===== src/rtl/comparator_search_ctrl.sv =====
// Successive-approximation controller: drives the comparator b operand and recovers a by binary search.
// Optional macro SEARCH_FAULT_CHECK_EN enables flag-consistency checking and the fault output.
module comparator_search_ctrl #(
    parameter int WIDTH = 4
) (
    input  logic             clk,
    input  logic             rst_n,
    input  logic             start,
    input  logic             a_greater_than_b,
    input  logic             a_equal_b,
    input  logic             a_less_than_b,
    output logic [WIDTH-1:0] probe,
    output logic             busy,
    output logic             done,
    output logic [WIDTH-1:0] result,
    output logic             fault
);

    localparam int KW = (WIDTH > 1) ? $clog2(WIDTH) : 1;

    typedef enum logic [1:0] {
        IDLE,
        PROBE,
        DONE
    } state_t;

    state_t           state, state_next;
    logic [WIDTH-1:0] probe_next, result_next;
    logic [WIDTH-1:0] bit_k, bit_below;
    logic [KW-1:0]    k, k_next;
    logic             fault_q, fault_next;
`ifdef SEARCH_FAULT_CHECK_EN
    logic             flags_bad;
`endif

    always_ff @(posedge clk or negedge rst_n) begin
        if (!rst_n) begin
            state   <= IDLE;
            probe   <= '0;
            k       <= '0;
            result  <= '0;
            fault_q <= 1'b0;
        end else begin
            state   <= state_next;
            probe   <= probe_next;
            k       <= k_next;
            result  <= result_next;
            fault_q <= fault_next;
        end
    end

    always_comb begin
        state_next  = state;
        probe_next  = probe;
        k_next      = k;
        result_next = result;
        fault_next  = fault_q;
        bit_k       = WIDTH'(1) << k;
        bit_below   = bit_k >> 1;
`ifdef SEARCH_FAULT_CHECK_EN
        flags_bad   = !$onehot({a_greater_than_b, a_equal_b, a_less_than_b});
`endif

        case (state)
            IDLE: begin
                if (start) begin
                    state_next = PROBE;
                    probe_next = WIDTH'(1) << (WIDTH - 1);
                    k_next     = KW'(WIDTH - 1);
                    fault_next = 1'b0;
                end
            end

            PROBE: begin
                // Default is to finish; only a non-final greater/less decision keeps probing.
                state_next = DONE;
                probe_next = '0;
`ifdef SEARCH_FAULT_CHECK_EN
                if (flags_bad) begin
                    result_next = probe;
                    fault_next  = 1'b1;
                end else
`endif
                if (a_equal_b) begin
                    result_next = probe;
                end else if (a_greater_than_b) begin
                    if (k != '0) begin
                        state_next = PROBE;
                        probe_next = probe | bit_below;
                        k_next     = k - 1'b1;
                    end else begin
                        result_next = probe;
`ifdef SEARCH_FAULT_CHECK_EN
                        fault_next  = 1'b1;
`endif
                    end
                end else begin
                    if (k != '0) begin
                        state_next = PROBE;
                        probe_next = (probe & ~bit_k) | bit_below;
                        k_next     = k - 1'b1;
                    end else begin
                        result_next = probe & ~bit_k;
                    end
                end
            end

            DONE: begin
                state_next = IDLE;
            end

            default: begin
                state_next = IDLE;
            end
        endcase
    end

    assign busy  = (state == PROBE);
    assign done  = (state == DONE);
    assign fault = fault_q;

endmodule

===== config.mk =====
export PLATFORM = sky130hd
export DESIGN_NAME = comparator_search_ctrl
export DESIGN_NICKNAME = d
export VERILOG_FILES = /design/src/rtl/comparator_search_ctrl.sv
export SDC_FILE = /design/constraint.sdc
export NUM_CORES = 1
export LEC_CHECK = 0
export CAP_MARGIN = 20
export CELL_PAD_IN_SITES_DETAIL_PLACEMENT = 1
export CELL_PAD_IN_SITES_GLOBAL_PLACEMENT = 1
export CORE_ASPECT_RATIO = 0.8
export CORE_MARGIN = 3
export CORE_UTILIZATION = 32
export DETAILED_ROUTE_END_ITERATION = 8
export PLACE_DENSITY = 0.75
export SLEW_MARGIN = 40
export SYNTH_ARGS = -nofsm -noshare
export SYNTH_HDL_FRONTEND = slang
export SYNTH_SLANG_ARGS = --single-unit

===== constraint.sdc =====
create_clock -name clk -period 1.9 [get_ports clk]
set_clock_uncertainty 0.05 [all_clocks]
set_input_delay 0.38 -clock clk [delete_from_list [all_inputs] [get_ports clk]]
set_output_delay 0.38 -clock clk [all_outputs]
set_load 0.1 [all_outputs]

* Yosys cells after proc, flatten, opt, wreduce, memory -nomap -nowiden *
Index checks and enable logic that the tools add are counted.

word-level totals
  output and inout port bits = 11
  logic and storage cells = 40
  input bits = 6
  flip-flop bits (word level) = 12

cells by class
  reductions and logical operators = 6
  bitwise gates (word level) = 4
  eq/ne operators = 6
  add/subtract/negate cells = 1
  mux-type cells = 18
  shifts and indexed selects = 1

operator list
  kind                                                                   number
  4-bit two-way mux                                                      9
  2-bit two-way mux                                                      6
  4-bit by 3-bit OR with 4-bit output                                    2
  2-bit one-hot mux with 2 select lines                                  2
  4-bit one-hot mux with 2 select lines                                  1
  2-bit != test, second input constant                                   3
  4-bit bitwise AND                                                      1
  4-bit NOT                                                              1
  2-bit AND reduction                                                    2
  4-bit AND reduction                                                    1
  2-bit nonzero test                                                     2
  1-bit by 2-bit << shifter with 4-bit output, first input constant      1
  2-bit by 1-bit equality test with 1-bit output, second input constant  1
  2-bit equality test, second input constant                             1
  2-bit logical NOT                                                      1
  2-bit by 1-bit != test with 1-bit output, second input constant        1
  2-bit by 1-bit subtractor with 2-bit output, second input constant     1

* Logic depth before layout (Yosys ltp) *
  depth after elaboration = 8
  depth in mapped cells = 5
  mapped depth without buffers = 5

* Worst setup path before layout *
No wires, ideal clock.

  kind = reg-to-output
  from = register state[1]
  to = output done
  path buffers = 0
  cell stages (with the launch flop) = 3
  arrival time = 1,782 ps
  required time = 1,470 ps
  setup slack = -312 ps
  cell sequence = dfrtp_1 -> inv_1 -> nor2_1

between the ends
  longest elaborated chain between the ends = 1

RTL lines
  element                 line  text
  start, declared         27    state_t state, state_next;
  start signal, assigned  44    state <= state_next;
  2-bit equality test     119   assign done = (state == DONE);
  end, declared           14    output logic done,

No other way between the ends.

* Final worst setup path *
  from = register k[1]
  to = register k[1]

between the ends
  longest elaborated chain between the ends = 4
  elaborated cells on any way between the ends = 7
  classes of those cells = 1 x add/sub; 1 x eq/ne; 3 x mux; 2 x reduce/logical

RTL lines
  element                                      line     text
  start, declared                              30       logic [KW-1:0] k, k_next;
  start signal, assigned                       46       k <= k_next;
  2-bit by 1-bit subtractor with 2-bit output  90, 101
  2-bit two-way mux                            87, 98
  2-bit two-way mux                            84       if (a_equal_b) begin
  2-bit one-hot mux with 2 select lines        64       case (state)

Parallel ways exist; a longest one is shown, timed or not. The select of a mux whose other input is x is not followed.
A chain may end at the register's enable or synchronous reset.

==> impl_results.md <==
- Status: finished, final reports clean
- Most common cell after layout, fill and taps aside: dfrtp_1
- First-pass GRT wire length: 3060 um
- Io pins: 17
- CP endpoint kind: register
- Post-synth ARST share: 100%
- Netlist cell types: 28
- Initial antenna violation count: 0
- Sink Count: 12
- Placed cell count: 106
- Routed len/inst: 15.8 um
- Number of H-tree levels: 1
- DRT Pass-1 Iters: 4
- Post-synth EDFFs: 0
- Post-DRT Antenna Nets: 0
- Kind of critical path: register to register
- Worst-path clk slew: ~0.08 ns
- Fill count: 212
- CTS Root Cell: clkbuf_4
- RSZ-0062 raised after global routing: false
- Mapped Nets: 74
- Worst-case clock buffer depth: 2
- Via count: between 500 and 600
- Clk_lat worst skew: around 0.28 ns
- Worst Tran Pin Value: 0.577 ns
- Worst min path class: input pin to asynchronous set/reset pin
- Instance count of the mapped netlist: 63
- Top FF cell, synth: dfrtp_1
- Crit Path Max Fanout: 4
- Mapped Area: 684 um^2
- Pre-CTS WS: approximately 0.019 ns
- Crit-path slowest cell: or3b_1
- Commonest cells after routing, fill and taps aside: dfrtp_1, buf_12, inv_1, buf_4, ha_1
- RD Place Congestion: 0.850
- Tmin final: 1.76 ns
- CP Cell Sequence: inv_1 > ha_1 > or3b_1 > a21oi_4 > mux2_1
- Data arrival time of the critical path: 1.87 ns
- CTS Hold Bufs: 0
- Starting Density: 35.2%
- Critical path startpoint: k[1]
- Total wire length: roughly 1700 um
- I/O Buffers: 14
- Crit path launch type: register
- Post-CTS sizing: 0
- Area grow syn2layout: 51.4%
- Share of cells above drive strength 1: 30.2%
- Final setup violation count: 0
- Syn. warnings: 0
- CP required: ~2 ns
- Max stage delay on crit path: approximately 0.42 ns
- Max Cap Violations: 0
- Fin. max-slew vios: 0
- CP endpoint: k[1]
- Fmax: between 500 and 600 MHz
- Grt total ovfl: 0
- Post-route setup TNS: 0 ns
- CTS tree: done
- Final cell count without fillers: 110
- Largest net degree at the start of global routing: 13
- Slew headroom: 61.4%
- Drt initial violations: 3
- #FFs+latches synth: 12
- Reg2reg path depth: 5
- Row count: 14
- Syn avg cell area: ~11 um^2
- GRT Util Overall: between 15 and 20%
- Vias in the first global route: 613
- Reg-to-Reg End: k[1]
- Nets: 98
- Final Cell Area: 0.00104 mm^2
- CTS Buf Count: 3
- Die Wd: around 58 um
- Antenna diode count: 0
- Drt drc: 0
- DP HPWL: roughly 1400 um
- Post-CTS setup buffers: 0
- Synth area leader: dfrtp_1
- Routed vias/inst: 5.09
- Worst r2r src: k[1]
- Die area: around 0.0027 mm^2
- Sequential element share of the synthesized area: 43.9%
- Final period util: 92.7%
- Top cells by area, synth: dfrtp_1, ha_1, mux2_1
- Hold Vio Cnt, Final: 0
- Register-to-register setup slack: 0.14 ns
- Post-Place Cell Area: 1000 um^2
- Post-route setup slack: about 0.14 ns
- Core area: 0.00194 mm^2
- Yosys top cell area share: 43.9%
- Die Ht: roughly 47 um
[logic make-up after synthesis]
group / count (synthesis) / synth area share, %
mux: 5 / 8.23
simple gates: 14 / 12.2
flops: 12 / 43.9
other cells: 1 / 0.548
compound gates: 19 / 21.6
fa+ha+maj: 5 / 9.14
buf+inv: 7 / 4.39
[cell usage after synthesis (2+ instances only)]
master,instances
a21boi_0,2
nand2b_1,2
mux2_1,4
nand2_1,3
a31oi_1,2
a21oi_1,3
inv_1,6
ha_1,5
o21bai_1,2
a22o_1,2
dfrtp_1,12
a21o_1,2
nor2_1,3
[critical path, delay by kind of cell, from the launching register on]
kind,cells,cell delay (ns)
AOI/OAI and AO/OA,1,0.15
buffers and inverters,1,0.11
adders and majority gates,1,0.21
DFF,1,0.37
muxes,1,0.34
and+or+nand+nor,1,0.42
[through the flow]
step                      utilization (%)  hold slack [ns]
after floorplan                         -           0.0344
final                                53.3            0.414
after global placement               51.4            0.489
after detailed placement             51.4            0.498
after global routing                 53.3            0.441
after CTS                            53.3            0.427
[per-layer routing]
metal | global-route usage (%) | vias up | share of wire [%]
met2 | 25.5 | 17 | 48
met1 | 19.3 | 275 | 47
met3 | 5.22 | 2 | 4.5
li1 | - | 266 | -
met5 | 0 | - | 0
met4 | 5.09 | 0 | 0.69
[flip-flops by register name, indices dropped and copies added (netlist names)]
signal	flops
k	2
state	2
result	4
probe	4
[worst min path at each step]
| stage | startpoint | to | slack, ns |
|---|---|---|---|
| finish | rst_n | result[0] | 0.41 |
| floorplan | rst_n | k[0] | 0.03 |
| global route | rst_n | result[0] | 0.44 |
| detailed placement | result[0] | result[0] | 0.50 |
| CTS | rst_n | probe[0] | 0.43 |
| global placement | result[0] | result[0] | 0.49 |
[cell type report]
type                    instances  area, um^2  share of cell area [%]
flip-flops and latches         12         300                    29.0
well taps                      24        30.0                    2.90
clock buffers                   4        36.3                    3.50
inverters                       6        22.5                    2.17
multi-input cells              44         362                    34.9
repair buffers                 20         285                    27.5
Power is left out: the tool's default activity adds up to more than one toggle a clock period on the data nets, which glitch-free logic cannot reach.
==> edit: new RTL, same flow settings <==
Add a define of `SEARCH_FAULT_CHECK_EN`.
--- a/src/rtl/comparator_search_ctrl.sv
+++ b/src/rtl/comparator_search_ctrl.sv
@@ -1,4 +1,6 @@
 // Successive-approximation controller: drives the comparator b operand and recovers a by binary search.
 // Optional macro SEARCH_FAULT_CHECK_EN enables flag-consistency checking and the fault output.
+`define SEARCH_FAULT_CHECK_EN
+
 module comparator_search_ctrl #(
     parameter int WIDTH = 4
Behaviour: not the same (a bounded check fails within 4 cycles, from zero or initial values and one cycle with rst_n low).
==> edit against the original RTL <==
Sequential cell count rose by 1. Cell area rose by 19%. Maximum frequency fell by 5.6%. Count of clock-buffer cells in the layout did not move. Setup slack got worse by 0.10 ns. Area after synthesis rose by 15%. Global-route usage rose by 1.9 points. Synthesized cell count rose by 14%. Die area rose by 13%. Wire length rose by 29%. Critical path depth rose by 1. Critical endpoint is now probe[2].
==> edit: results (changes against the original RTL) <==
[metrics] status: finished, final reports clean
[metrics] Mapped Nets: 83 (+12%)
[metrics] top cells by area, synth: sky130_fd_sc_hd__dfrtp_1, sky130_fd_sc_hd__ha_1, sky130_fd_sc_hd__mux2_4, sky130_fd_sc_hd__inv_1, sky130_fd_sc_hd__nor4b_2
[metrics] root buffer cell: sky130_fd_sc_hd__clkbuf_4
[metrics] register-to-register setup slack: 0.10 ns (-0.04 ns)
[metrics] Inserted Clock Buffers: 3 (unchanged)
[metrics] final hold violation count: 0 (unchanged)
[metrics] largest fanout of any net on the critical path: 2 (-2)
[metrics] startpoint of the worst register-to-register path: k[0]
[metrics] list of most frequent post-synthesis cells: sky130_fd_sc_hd__dfrtp_1, sky130_fd_sc_hd__inv_1, sky130_fd_sc_hd__ha_1
[metrics] Routed WL per cell: 17.11 µm (+8.3%)
[metrics] insertion delay of the later-clocked pin in the worst-skew pair: 0.27 ns
[metrics] nets@finish: 118 (+20%)
[metrics] # port buffers: 16 (+2)
[metrics] slowest stage cell, crit path: sky130_fd_sc_hd__fa_1
[metrics] vias in the first global route: 764 (+25%)
[metrics] dpl hpwl: 1.769 mm (+31%)
[metrics] signal arrival time at the worst endpoint: 2.03 ns (+0.16 ns)
[metrics] Layout Cells excl Fill: 131 (+19%)
[metrics] startpoint of the most critical setup path: a_less_than_b
[metrics] number of buffers on the longest clock path: 2 (unchanged)
[metrics] global placement routability congestion: 0.8542 (+0.46%)
[metrics] number of warnings printed during yosys synthesis: 0 (unchanged)
[metrics] DRT Pass-1 Iters: 4 (unchanged)
[metrics] initial antenna violation count: 0 (unchanged)
[metrics] total power divided by cell area: 1534 mW/mm²
[metrics] count of distinct cell types in the synthesized netlist: 35 (+25%)
[metrics] clock-pin slew reported for the worst setup and hold paths after clock tree synthesis: 0.08 ns (about the same)
[metrics] total track usage: 0.1735 (+0.01939)
[metrics] number of cells after detailed placement: 127 (+20%)
[metrics] Max stage delay on crit path: 0.55 ns (+0.13 ns)
[metrics] DRC marker count from the first detailed-route iteration: 22 (+19)
[metrics] antenna fix cells: 0 (unchanged)
[metrics] via total after detailed routing: 703 (+26%)
[metrics] maximum number of pins on one net before global-route repair: 14 (+1)
[metrics] sequential fraction of the synthesis area: 0.4127 (-0.02606)
[metrics] Fill cells: 261 (+23%)
[metrics] Post-Syn Instances: 72 (+14%)
[metrics] first-pass GRT wire length: 3.884 mm (+27%)
[metrics] worst slew pin tran: 0.6182 ns (+0.04146 ns)
[metrics] layout cells sized above 1: 0.4057 (+0.1033)
[metrics] worst hold slack across all endpoints: 0.4346 ns (+0.02081 ns)
==> edit: final cells by class <==
class	instances	area, µm²	area share
Sequential cell	13	326.6	0.2658
Inverter	9	33.78	0.02749
Clock buffer	4	26.28	0.02138
Multi-Input combinational cell	50	440.4	0.3585
Tap cell	25	31.28	0.02546
Timing Repair Buffer	30	370.4	0.3014
==> edit: cell families (layout without fill, tap and decap cells) <==
logic type	Yosys count	in the layout	share of synthesized area
and+or+nand+nor	19	19	0.1810
adders and majority gates	5	5	0.08889
DFF	13	13	0.4127
muxes	4	4	0.06984
buffers and inverters	9	43	0.04285
AOI/OAI and AO/OA	22	22	0.2048
==> edit: final timing paths <==
path	endpoint	cells past startpoint
max	probe[2]	6
min	probe[0]	1
max reg2reg	probe[2]	6
min reg2reg	state[0]	1
max in group asynchronous	state[0]	1
min in group clk	state[0]	1
==> edit: per-stage QoR <==
step | worst slack, ns | cell area (µm²) | utilization | TNS, ns
4_1_cts | 0.004438 | 1219 | 0.5411 | 0
3_5_place_dp | -0.6126 | 1197 | 0.5317 | -6.430
3_3_place_gp | -0.5703 | 1197 | 0.5317 | -5.908
2_1_floorplan | -0.1711 | 790.8 | - | -0.5133
5_1_grt | -0.003582 | 1229 | 0.5456 | -0.003582
6_report | 0.03509 | 1229 | 0.5456 | 0
==> edit: timing repair <==
action,4_1_cts,5_1_grt
pin swaps,3,4
resized for setup,12,4
endpoints found under the setup margin,12,6
==> edit: per-layer routing <==
| metal | share of wire | GRT usage | vias to the layer above |
|---|---|---|---|
| li1 | - | - | 332 |
| met1 | 0.47 | 0.2460 | 352 |
| met4 | 0.0058 | 0.03887 | 0 |
| met3 | 0.043 | 0.04627 | 2 |
| met5 | 0 | 0 | - |
| met2 | 0.48 | 0.2613 | 17 |
==> edit: worst max-delay path: cells and delay by family <==
family | cells | cell delay [ns]
AO/OA/AOI/OAI | 2 | 0.35
adder cells (fa/ha/maj) | 1 | 0.55
AND/OR/NAND/NOR | 1 | 0.51
buffers and inverters | 2 | 0.24
==> edit: power groups by stage <==
stage               Combinational (W)  Clock (W)  Sequential (W)
CTS                           0.00125   0.000175        0.000456
global route                  0.00132   0.000203        0.000474
detailed placement            0.00125          0        0.000458
floorplan                    0.000482          0        0.000734
finish                        0.00125   0.000170        0.000461
global placement              0.00123          0        0.000454
